File: src/rtl/id_ex_stage.sv
// ID/EX pipeline register with load-use hazard detection, flush/hold control
// and a saturating counter of load-use bubbles.
//
// Ports:
//   clk, rst                 clock, asynchronous active-high reset
//   valid_d, *_d             decoded instruction from the ID stage
//   flush                    taken branch/jump in EX: squash decode instr
//   hold_ex                  EX busy: freeze the EX register
//   valid_e, *_e             registered EX-stage copy of the decode bundle
//   stall_fd                 freeze IF and IF/ID this cycle
//   bubble_count             saturating count of load-use bubbles
module id_ex_stage #(
  parameter int CNT_W = 16
) (
  input  logic             clk,
  input  logic             rst,
  input  logic             valid_d,
  input  logic             RegWrite_d,
  input  logic             ALUSrc_d,
  input  logic             MemRead_d,
  input  logic             MemWrite_d,
  input  logic             MemToReg_d,
  input  logic             Branch_d,
  input  logic             Jump_d,
  input  logic [3:0]       ALUOp_d,
  input  logic [31:0]      pc_d,
  input  logic [31:0]      rs1_data_d,
  input  logic [31:0]      rs2_data_d,
  input  logic [31:0]      imm_d,
  input  logic [4:0]       rs1_d,
  input  logic [4:0]       rs2_d,
  input  logic [4:0]       rd_d,
  input  logic [2:0]       funct3_d,
  input  logic             flush,
  input  logic             hold_ex,
  output logic             valid_e,
  output logic             RegWrite_e,
  output logic             ALUSrc_e,
  output logic             MemRead_e,
  output logic             MemWrite_e,
  output logic             MemToReg_e,
  output logic             Branch_e,
  output logic             Jump_e,
  output logic [3:0]       ALUOp_e,
  output logic [31:0]      pc_e,
  output logic [31:0]      rs1_data_e,
  output logic [31:0]      rs2_data_e,
  output logic [31:0]      imm_e,
  output logic [4:0]       rs1_e,
  output logic [4:0]       rs2_e,
  output logic [4:0]       rd_e,
  output logic [2:0]       funct3_e,
  output logic             stall_fd,
  output logic [CNT_W-1:0] bubble_count
);

  typedef struct packed {
    logic        valid;
    logic        regwrite;
    logic        alusrc;
    logic        memread;
    logic        memwrite;
    logic        memtoreg;
    logic        branch;
    logic        jump;
    logic [3:0]  aluop;
    logic [31:0] pc;
    logic [31:0] rs1_data;
    logic [31:0] rs2_data;
    logic [31:0] imm;
    logic [4:0]  rs1;
    logic [4:0]  rs2;
    logic [4:0]  rd;
    logic [2:0]  funct3;
  } id_ex_t;

  id_ex_t           dec;
  id_ex_t           ex_q;
  id_ex_t           ex_d;
  logic [CNT_W-1:0] cnt_q;
  logic [CNT_W-1:0] cnt_d;
  logic             use_rs1;
  logic             use_rs2;
  logic             hz;

  always_comb begin
    dec          = '0;
    dec.valid    = valid_d;
    dec.regwrite = RegWrite_d;
    dec.alusrc   = ALUSrc_d;
    dec.memread  = MemRead_d;
    dec.memwrite = MemWrite_d;
    dec.memtoreg = MemToReg_d;
    dec.branch   = Branch_d;
    dec.jump     = Jump_d;
    dec.aluop    = ALUOp_d;
    dec.pc       = pc_d;
    dec.rs1_data = rs1_data_d;
    dec.rs2_data = rs2_data_d;
    dec.imm      = imm_d;
    dec.rs1      = rs1_d;
    dec.rs2      = rs2_d;
    dec.rd       = rd_d;
    dec.funct3   = funct3_d;
  end

  // Stores read rs2 even though ALUSrc selects the immediate.
  assign use_rs1 = valid_d && !Jump_d;
  assign use_rs2 = valid_d &&
                   ((!ALUSrc_d && !Jump_d) || MemWrite_d);

  assign hz = ex_q.valid && ex_q.memread &&
              (ex_q.rd != 5'd0) &&
              ((use_rs1 && (rs1_d == ex_q.rd)) ||
               (use_rs2 && (rs2_d == ex_q.rd)));

  assign stall_fd = (hz || hold_ex) && !flush && !rst;

  // Conditions overlap, so evaluation order sets the priority.
  always_comb begin
    ex_d  = ex_q;
    cnt_d = cnt_q;
    priority case (1'b1)
      flush:   ex_d = '0;
      hold_ex: ex_d = ex_q;
      hz: begin
        ex_d = '0;
        if (cnt_q != '1)
          cnt_d = cnt_q + CNT_W'(1);
      end
      default: ex_d = valid_d ? dec : '0;
    endcase
  end

  always_ff @(posedge clk or posedge rst) begin
    if (rst) begin
      ex_q  <= '0;
      cnt_q <= '0;
    end else begin
      ex_q  <= ex_d;
      cnt_q <= cnt_d;
    end
  end

  assign valid_e      = ex_q.valid;
  assign RegWrite_e   = ex_q.regwrite;
  assign ALUSrc_e     = ex_q.alusrc;
  assign MemRead_e    = ex_q.memread;
  assign MemWrite_e   = ex_q.memwrite;
  assign MemToReg_e   = ex_q.memtoreg;
  assign Branch_e     = ex_q.branch;
  assign Jump_e       = ex_q.jump;
  assign ALUOp_e      = ex_q.aluop;
  assign pc_e         = ex_q.pc;
  assign rs1_data_e   = ex_q.rs1_data;
  assign rs2_data_e   = ex_q.rs2_data;
  assign imm_e        = ex_q.imm;
  assign rs1_e        = ex_q.rs1;
  assign rs2_e        = ex_q.rs2;
  assign rd_e         = ex_q.rd;
  assign funct3_e     = ex_q.funct3;
  assign bubble_count = cnt_q;

endmodule

File: config.mk
export PLATFORM = sky130hd
export DESIGN_NAME = id_ex_stage
export DESIGN_NICKNAME = d
export VERILOG_FILES = /design/src/rtl/id_ex_stage.sv
export SDC_FILE = /design/constraint.sdc
export NUM_CORES = 1
export LEC_CHECK = 0
export CORE_AREA = 2 2 132 134
export CTS_BUF_LIST = sky130_fd_sc_hd__clkbuf_4 sky130_fd_sc_hd__clkbuf_8
export DETAILED_ROUTE_END_ITERATION = 7
export DIE_AREA = 0 0 134 136
export PLACE_DENSITY = 0.79
export RECOVER_POWER = 100
export SETUP_SLACK_MARGIN = 0.3
export SYNTH_ARGS = -nofsm -noshare
export SYNTH_HDL_FRONTEND = slang
export SYNTH_SLANG_ARGS = --single-unit
File: constraint.sdc
create_clock -name clk -period 7.2 [get_ports clk]
set_clock_uncertainty 0.05 [all_clocks]
set_input_delay 1.08 -clock clk [delete_from_list [all_inputs] [get_ports clk]]
set_output_delay 1.08 -clock clk [all_outputs]
set_load 0.01 [all_outputs]
## Word level (Yosys, flattened, before mapping)

Index checks and enable logic that the tools add are counted.

- Flip-flop bits (word level): 174
- Logic and storage cells: 48
- Output and inout port bits: 175
- Input bits: 162

- Muxes and demuxes: 4
- Add/sub/neg operators: 1
- Bitwise gates (word level): 2
- Reduce and logical (&&, ||, !) cells: 19
- Equal/unequal tests: 4

Operators by type and width:

| cell | count |
|---|---|
| 158-bit two-way mux | 4 |
| 16-bit by 1-bit adder with 16-bit output, second input constant | 1 |
| 16-bit != test, second input constant | 1 |
| 5-bit == test | 2 |
| 1-bit logical AND | 10 |
| 5-bit nonzero test | 1 |
| 1-bit logical NOT | 4 |
| 4-bit AND reduction | 1 |
| 1-bit logical OR | 3 |
| 2-bit != test, second input constant | 1 |
| 1-bit inverter | 2 |

## Logic depth before layout (Yosys ltp)

Gate-level depths: netlist of the first run.

- Depth in word-level cells: 10
- Mapped depth: 9
- Gate-level depth less buffers: 6

## Worst setup path after synthesis of the first run

No wires, ideal clock.

- Path kind: input to output
- From: in rs1_d[4]
- To: out stall_fd
- Stages: 6
- Slack: 3,719 ps
- Required time: 6,070 ps
- Data arrival time: 2,351 ps
- Cell sequence: xor2_1 -> nor4_1 -> a21oi_1 -> clkbuf_1 -> o21ba_2 -> nor3_1

- Cells in the longest elaborated chain, start to end: 7

RTL lines:

| item | RTL line | source |
|---|---|---|
| start: declaration | 30 | `input logic [4:0] rs1_d,` |
| 5-bit == test | 114 | `((use_rs1 && (rs1_d == ex_q.rd)) \|\|` |
| 1-bit logical AND | 114 |  |
| 1-bit logical OR | 114 |  |
| 1-bit logical AND | 113 | `(ex_q.rd != 5'd0) &&` |
| 1-bit logical OR | 117 | `assign stall_fd = (hz \|\| hold_ex) && !flush && !rst;` |
| 1-bit logical AND (2 in series) | 117 |  |
| end: declaration | 53 | `output logic stall_fd,` |

No other way between the ends.

## Worst setup path in the final report of the first run

- From: in Jump_d
- To: reg ex_q (netlist bit pc_e[29])

- Cells in the longest elaborated chain, start to end: 10
- Elaborated cells between the ends (all ways): 12
- Those cells by class: mux: 3; reduce/logical: 9

RTL lines:

| item | RTL line | source |
|---|---|---|
| start: declaration | 24 | `input logic Jump_d,` |
| 1-bit logical NOT (*) | 108, 110 |  |
| 1-bit logical AND | 110 | `((!ALUSrc_d && !Jump_d) \|\| MemWrite_d);` |
| 1-bit logical OR | 110 |  |
| 1-bit logical AND | 109 | `assign use_rs2 = valid_d &&` |
| 1-bit logical AND | 115 | `(use_rs2 && (rs2_d == ex_q.rd)));` |
| 1-bit logical OR (*) | 114 |  |
| 1-bit logical AND (*) | 113 |  |
| 158-bit two-way mux (*) (3 in series) | 123 | `priority case (1'b1)` |
| end signal: assignment | 137 | `ex_q <= '0;` |
| end signal: assignment | 140 | `ex_q <= ex_d;` |
| end: declaration | 78 | `id_ex_t ex_q;` |

Mark *: on every way between the ends. The rest lies on a longest branch, timed or not. The select of a mux whose other input is x is not followed.
A chain may end at the register's enable or synchronous reset.

==> results.toml, run 1 <==
[sta]
setup_viol = 0
fin_crit_ns = 5.119
rsz0062_at_grt = "no"
slew_headroom = -1.765
finalSetupTns_ns = 0
max_freq_mhz = 195.4
final-max-slew-violation-count = 97
finalCritPeriodShare = 0.7109
final_hold_viol_count = 0
worst_pin_slew_ns = 4.125

[die]
coreArea_mm2 = 0.01688
fp.dieW_um = 134
start_util = 0.3893
rows = 48
ios = 337
fp.dieH_um = 136
dieArea_mm2 = 0.01822

[cts]
clockBufferDepth = 2
path_clk_slew_ns = 0.10
clock_sinks = 174
ctsHoldBuffers = 0
htree_levels = 4
cts-resized-gates = 0
clock-root-buffer = "clkbuf_8"
clkLatencyLatePin_ns = 0.44
cts_setup_buffers = 0
cts_tree = "yes"
numCtsBuffers = 17

[routing]
post-route-drc-count = 0
wirelength_um = 19840
met2WireLength_um = 9650
drt_pass1_iterations = 4
drt_iter0_markers = 235
wl_met3_um = 1597
wl_met1_um = 7960
drtAntennaViolNets = 0
highest_layer = "met4"
drt-vias-per-instance = 5.287
wl_per_cell_um = 19.61
vias = 5350

[critical_path]
crit_path_start_kind = "primary input"
reg2regPathDepth = 7
crit_chain = "dlygate4sd3_1 > nor2_1 > o2111ai_1 > nor4_1 > a21oi_1 > o211a_4 > clkbuf_2 > a22o_1"
cp_max_fo = 92
cp_slowest_stage_delay_ns = 1.13
cp-end-kind = "flip-flop"
crit_arrival_ns = 5.45
crit_type = "primary input to flip-flop"
critical_path_required_ns = 7.53
worst_path_max_delay_cell = "clkbuf_2"

[synthesis]
synth_top_area_cell = "dfrtp_1"
syn_area_mm2 = 0.006570
syn_avg_cell_area_um2 = 14.54
syn_nets = 615
netlist.area_leader.share = 0.6627
netlist_instances = 452
yosysSeqAreaShare = 0.6627
ys_types = 32
ys_top_cells_by_area = "dfrtp_1, a22o_1, xor2_1, buf_6, clkbuf_1"
yosysWarnings = 0
ys_ff_latch = 174

[final_layout]
fin_nets = 937
num-fill-cells = 1304
drive_gt1_frac = 0.05591
utilization = 0.6157
layout-area-overhead-vs-synth_pct = 58.14
final_cell_mix = "dlygate4sd3_1, dfrtp_1, clkdlybuf4s50_1"
final_common_cell = "dlygate4sd3_1"
num_antenna_cells = 0

[min_path]
hold_class = "flip-flop to flip-flop"
min_path_cells = 1

[pwr]
ir_worst_vdd_mv = 0.09845
cellPowerDensity_mw_per_mm2 = 188.2
p_leak_nw = 5.168

[placed_design]
io_buffers = 336
globalplace.congestion = 0.8128
hpwl_um = 13970

[grt]
grt_max_degree = 97
grt_first_pass_wirelength_um = 30180
overflow = 0
grt_usage = 0.2129
antenna_found_initial = 0
grt_pass1_vias = 5494

[status]
status = "finished with violations"
violations = "capacitance limit, slew limit"

[run]
cap_viol_max_count = 1
-- cells in the mapped netlist --
cell       instances
o21ba_2            1
nand3_2            1
nor2_1             4
o311a_1            1
buf_6             13
nand3_1            4
nor3b_1            1
nor4b_1            1
mux2_2             1
and3_1             1
xor2_1            23
buf_8              1
o2111ai_1          1
ha_1               1
nand2_1            9
inv_2              1
nor3_1             9
buf_2              3
buf_4              1
nor4_1             9
xnor2_1            2
inv_1              2
nor2b_1            1
clkbuf_1          19
dfrtp_1          174
a21o_1             1
nand4_1            4
a22o_1           157
o211a_1            1
a21oi_1            1
or3_1              3
o41ai_4            1
-- final timing paths --
kind | endpoint | startpoint | slack, ns
worst max-delay path | pc_e[29]$_DFFE_PP0P_ | Jump_d | 2.08
worst min-delay path | bubble_count[14]$_DFFE_PP0P_ | bubble_count[14]$_DFFE_PP0P_ | 0.45
worst max register to register | pc_e[29]$_DFFE_PP0P_ | rd_e[2]$_DFFE_PP0P_ | 2.84
worst min register to register | bubble_count[14]$_DFFE_PP0P_ | bubble_count[14]$_DFFE_PP0P_ | 0.45
max in group asynchronous | rd_e[1]$_DFFE_PP0P_ | rst | 2.43
min in group asynchronous | bubble_count[1]$_DFFE_PP0P_ | rst | 2.27
-- layer usage --
metal  up-vias  track usage
met5         -            0
met4         0      0.08865
met3        42      0.05742
met2       285       0.3510
met1      2646       0.2665
li1       2377            -
-- logic make-up (layout without fill, tap and decap cells) --
| group | count (synthesis) | in the layout | synth area share |
|---|---|---|---|
| simple gates | 47 | 47 | 0.03847 |
| buf+inv | 40 | 375 | 0.04056 |
| xor+xnor | 25 | 25 | 0.03333 |
| compound gates | 164 | 164 | 0.2213 |
| flops | 174 | 174 | 0.6627 |
| mux | 1 | 1 | 0.001714 |
| fa+ha+maj | 1 | 1 | 0.001904 |
-- critical path: cells and delay by family --
kind | cells | cell delay, ns
AO/OA/AOI/OAI | 4 | 2.39
buffers and inverters | 2 | 1.74
AND/OR/NAND/NOR | 2 | 0.15
-- flip-flops by register name, summed over array words and instances (netlist names), 3 cells and up --
name,count
ALUOp_e,4
bubble_count,16
funct3_e,3
imm_e,32
pc_e,32
rd_e,5
rs1_data_e,32
rs1_e,5
rs2_data_e,32
rs2_e,5
-- through the flow --
step | cell area, um^2 | std cells | worst slack, ns | hold WS [ns] | total power, mW
floorplan | 6570 | 452 | 1.353 | 0.4718 | 1.142
global placement | 10010 | 980 | 2.345 | 0.4326 | 1.316
detailed placement | 10010 | 980 | 2.221 | 0.4312 | 1.323
CTS | 10400 | 1012 | 2.431 | 0.4490 | 1.994
global route | 10390 | 1012 | 1.641 | 0.4599 | 2.034
finish | 10390 | 1012 | 2.081 | 0.4490 | 1.955
-- layout make-up --
cell class / count / area (um^2) / share of cell area
Sequential cell: 174 / 4354 / 0.4191
Timing Repair Buffer: 340 / 3391 / 0.3263
Multi-Input combinational cell: 238 / 1964 / 0.1891
Tap cell: 225 / 281.5 / 0.02710
Clock buffer: 19 / 255.2 / 0.02457
Clock inverter: 13 / 131.4 / 0.01264
Inverter: 3 / 12.51 / 0.001204
-- power by group --
part | internal (mW) | total (mW) | leakage (nW) | switching (mW)
clock network | 0.296 | 0.668 | 0.199 | 0.371
logic | 0.151 | 0.257 | 2.59 | 0.106
registers | 1.01 | 1.03 | 2.38 | 0.0207
total | 1.46 | 1.96 | 5.17 | 0.498
No activity file was read; power rests on OpenSTA's default activity.
==> run 2, diff against run 1 <==
==> constraint.sdc (replaced) <==
create_clock -name clk -period 5.3 [get_ports clk]
set_clock_uncertainty 0.05 [all_clocks]
set_input_delay 0.795 -clock clk [delete_from_list [all_inputs] [get_ports clk]]
set_output_delay 0.795 -clock clk [all_outputs]
set_load 0.01 [all_outputs]
==> results.toml, run 2 (same netlist as run 1, synthesis figures left out) <==
[routing]
post-route-drc-count = 0
wirelength_um = 19950
drtAntennaViolNets = 0
wl_per_cell_um = 19.69
drt_iter0_markers = 252
drt-vias-per-instance = 5.232
drt_pass1_iterations = 4
vias = 5300

[final_layout]
final_common_cell = "dlygate4sd3_1"
final_cell_mix = "dlygate4sd3_1, dfrtp_1, clkdlybuf4s50_1"
instances_no_fill = 1013
layout-area-overhead-vs-synth_pct = 59.30
design_area_mm2 = 0.01047
drive_gt1_frac = 0.05457
fin_nets = 939
num_antenna_cells = 0
utilization = 0.6202

[die]
dieArea_mm2 = 0.01822
start_util = 0.3893
rows = 48
coreArea_mm2 = 0.01688
fp.dieH_um = 136
ios = 337
fp.dieW_um = 134

[sta]
max_freq_mhz = 227.0
final_hold_viol_count = 0
slew_headroom = -0.2005
worst_pin_slew_ns = 1.801
final.setup.worst_slack_ns = 0.8940
fin_crit_ns = 4.406
timing.hold.ws_ns = 0.4479
finalCritPeriodShare = 0.8313
setup_viol = 0
rsz0062_at_grt = "no"
final-max-slew-violation-count = 103
finalSetupTns_ns = 0

[grt]
grt_first_pass_wirelength_um = 30390
grt_usage = 0.2146
overflow = 0
grt_max_degree = 130
antenna_found_initial = 0
grt_pass1_vias = 5493

[critical_path]
cp_slowest_stage_delay_ns = 0.63
cp_max_fo = 17
r2r_setup_slack_ns = 2.03
crit_type = "primary input to output port"
crit_arrival_ns = 3.56
crit_path_start_kind = "primary input"
critical_path_required_ns = 4.45
crit_chain = "dlygate4sd3_1 > xor2_1 > nor4_1 > a21oi_1 > clkbuf_1 > o21ba_2 > nor3_1 > dlygate4sd3_1"
cp-end-kind = "output port"
worst_path_max_delay_cell = "dlygate4sd3_1"
path_common_cell = "dlygate4sd3_1"

[status]
status = "finished with violations"
violations = "capacitance limit, slew limit"

[cts]
path_clk_slew_ns = 0.08
cts_setup_buffers = 0
numCtsBuffers = 17
ctsHoldBuffers = 0
cts_tree = "yes"
clockBufferDepth = 2
clock-root-buffer = "clkbuf_8"
clkLatencyLatePin_ns = 0.46
clock_sinks = 174
cts-resized-gates = 0
htree_levels = 4

[placed_design]
dp_slack_ns = 1.321
place_area_mm2 = 0.01005
globalplace.congestion = 0.7822
io_buffers = 336
dp_cells = 982
hpwl_um = 14100

[pwr]
cellPowerDensity_mw_per_mm2 = 262.6
p_leak_nw = 5.183
ir_worst_vdd_mv = 0.1502
p_total_mw = 2.748

[min_path]
hold_class = "flip-flop to flip-flop"

[run]
cap_viol_max_count = 2
-- run 2: cell count changes in the layout (fill, tap and decap cells not counted) --
cell	change
clkinv_4	-2
buf_4	-2
clkbuf_4	-1
inv_8	-2
buf_12	+2
clkbuf_1	+2
clkinv_2	-2
clkinvlp_4	+3
clkbuf_8	+2
inv_6	-1
bufinv_16	+2
-- run 2: where the power goes --
group          internal, mW  switching (mW)  leakage (nW)
combinational         0.207           0.144          2.60
clock                 0.507           0.490         0.204
sequential             1.37          0.0282          2.38
-- run 2: worst paths after layout --
kind,start,to,cells past startpoint
hold reg to reg,rs2_data_e[1]$_DFFE_PP0P_,rs2_data_e[1]$_DFFE_PP0P_,1
max in group asynchronous,rst,pc_e[5]$_DFFE_PP0P_,3
setup / recovery,rs1_d[4],stall_fd,8
hold / removal,rs2_data_e[1]$_DFFE_PP0P_,rs2_data_e[1]$_DFFE_PP0P_,1
min in group asynchronous,rst,bubble_count[0]$_DFFE_PP0P_,2
setup reg to reg,rd_e[2]$_DFFE_PP0P_,pc_e[5]$_DFFE_PP0P_,8
-- run 2: per-layer routing --
metal / vias to the layer above / global-route usage / part of all wire
li1: 2378 / - / -
met1: 2665 / 0.2632 / 0.40
met2: 230 / 0.3652 / 0.51
met3: 27 / 0.05966 / 0.074
met4: 0 / 0.07624 / 0.019
met5: - / 0 / 0
-- run 2: critical path, delay by kind of cell --
family	cells	cell delay, ns
AO/OA/AOI/OAI	2	0.44
XOR/XNOR	1	0.17
buffers and inverters	3	1.58
AND/OR/NAND/NOR	2	0.57
-- run 2: final cells by class --
cell class              instances  area (um^2)
clock buffers                  20        275.3
fillers                      1264         6410
repair buffers                342         3423
flip-flops and latches        174         4354
inverters                       3        12.51
well taps                     225        281.5
clock inverters                11        155.1
multi-input cells             238         1964
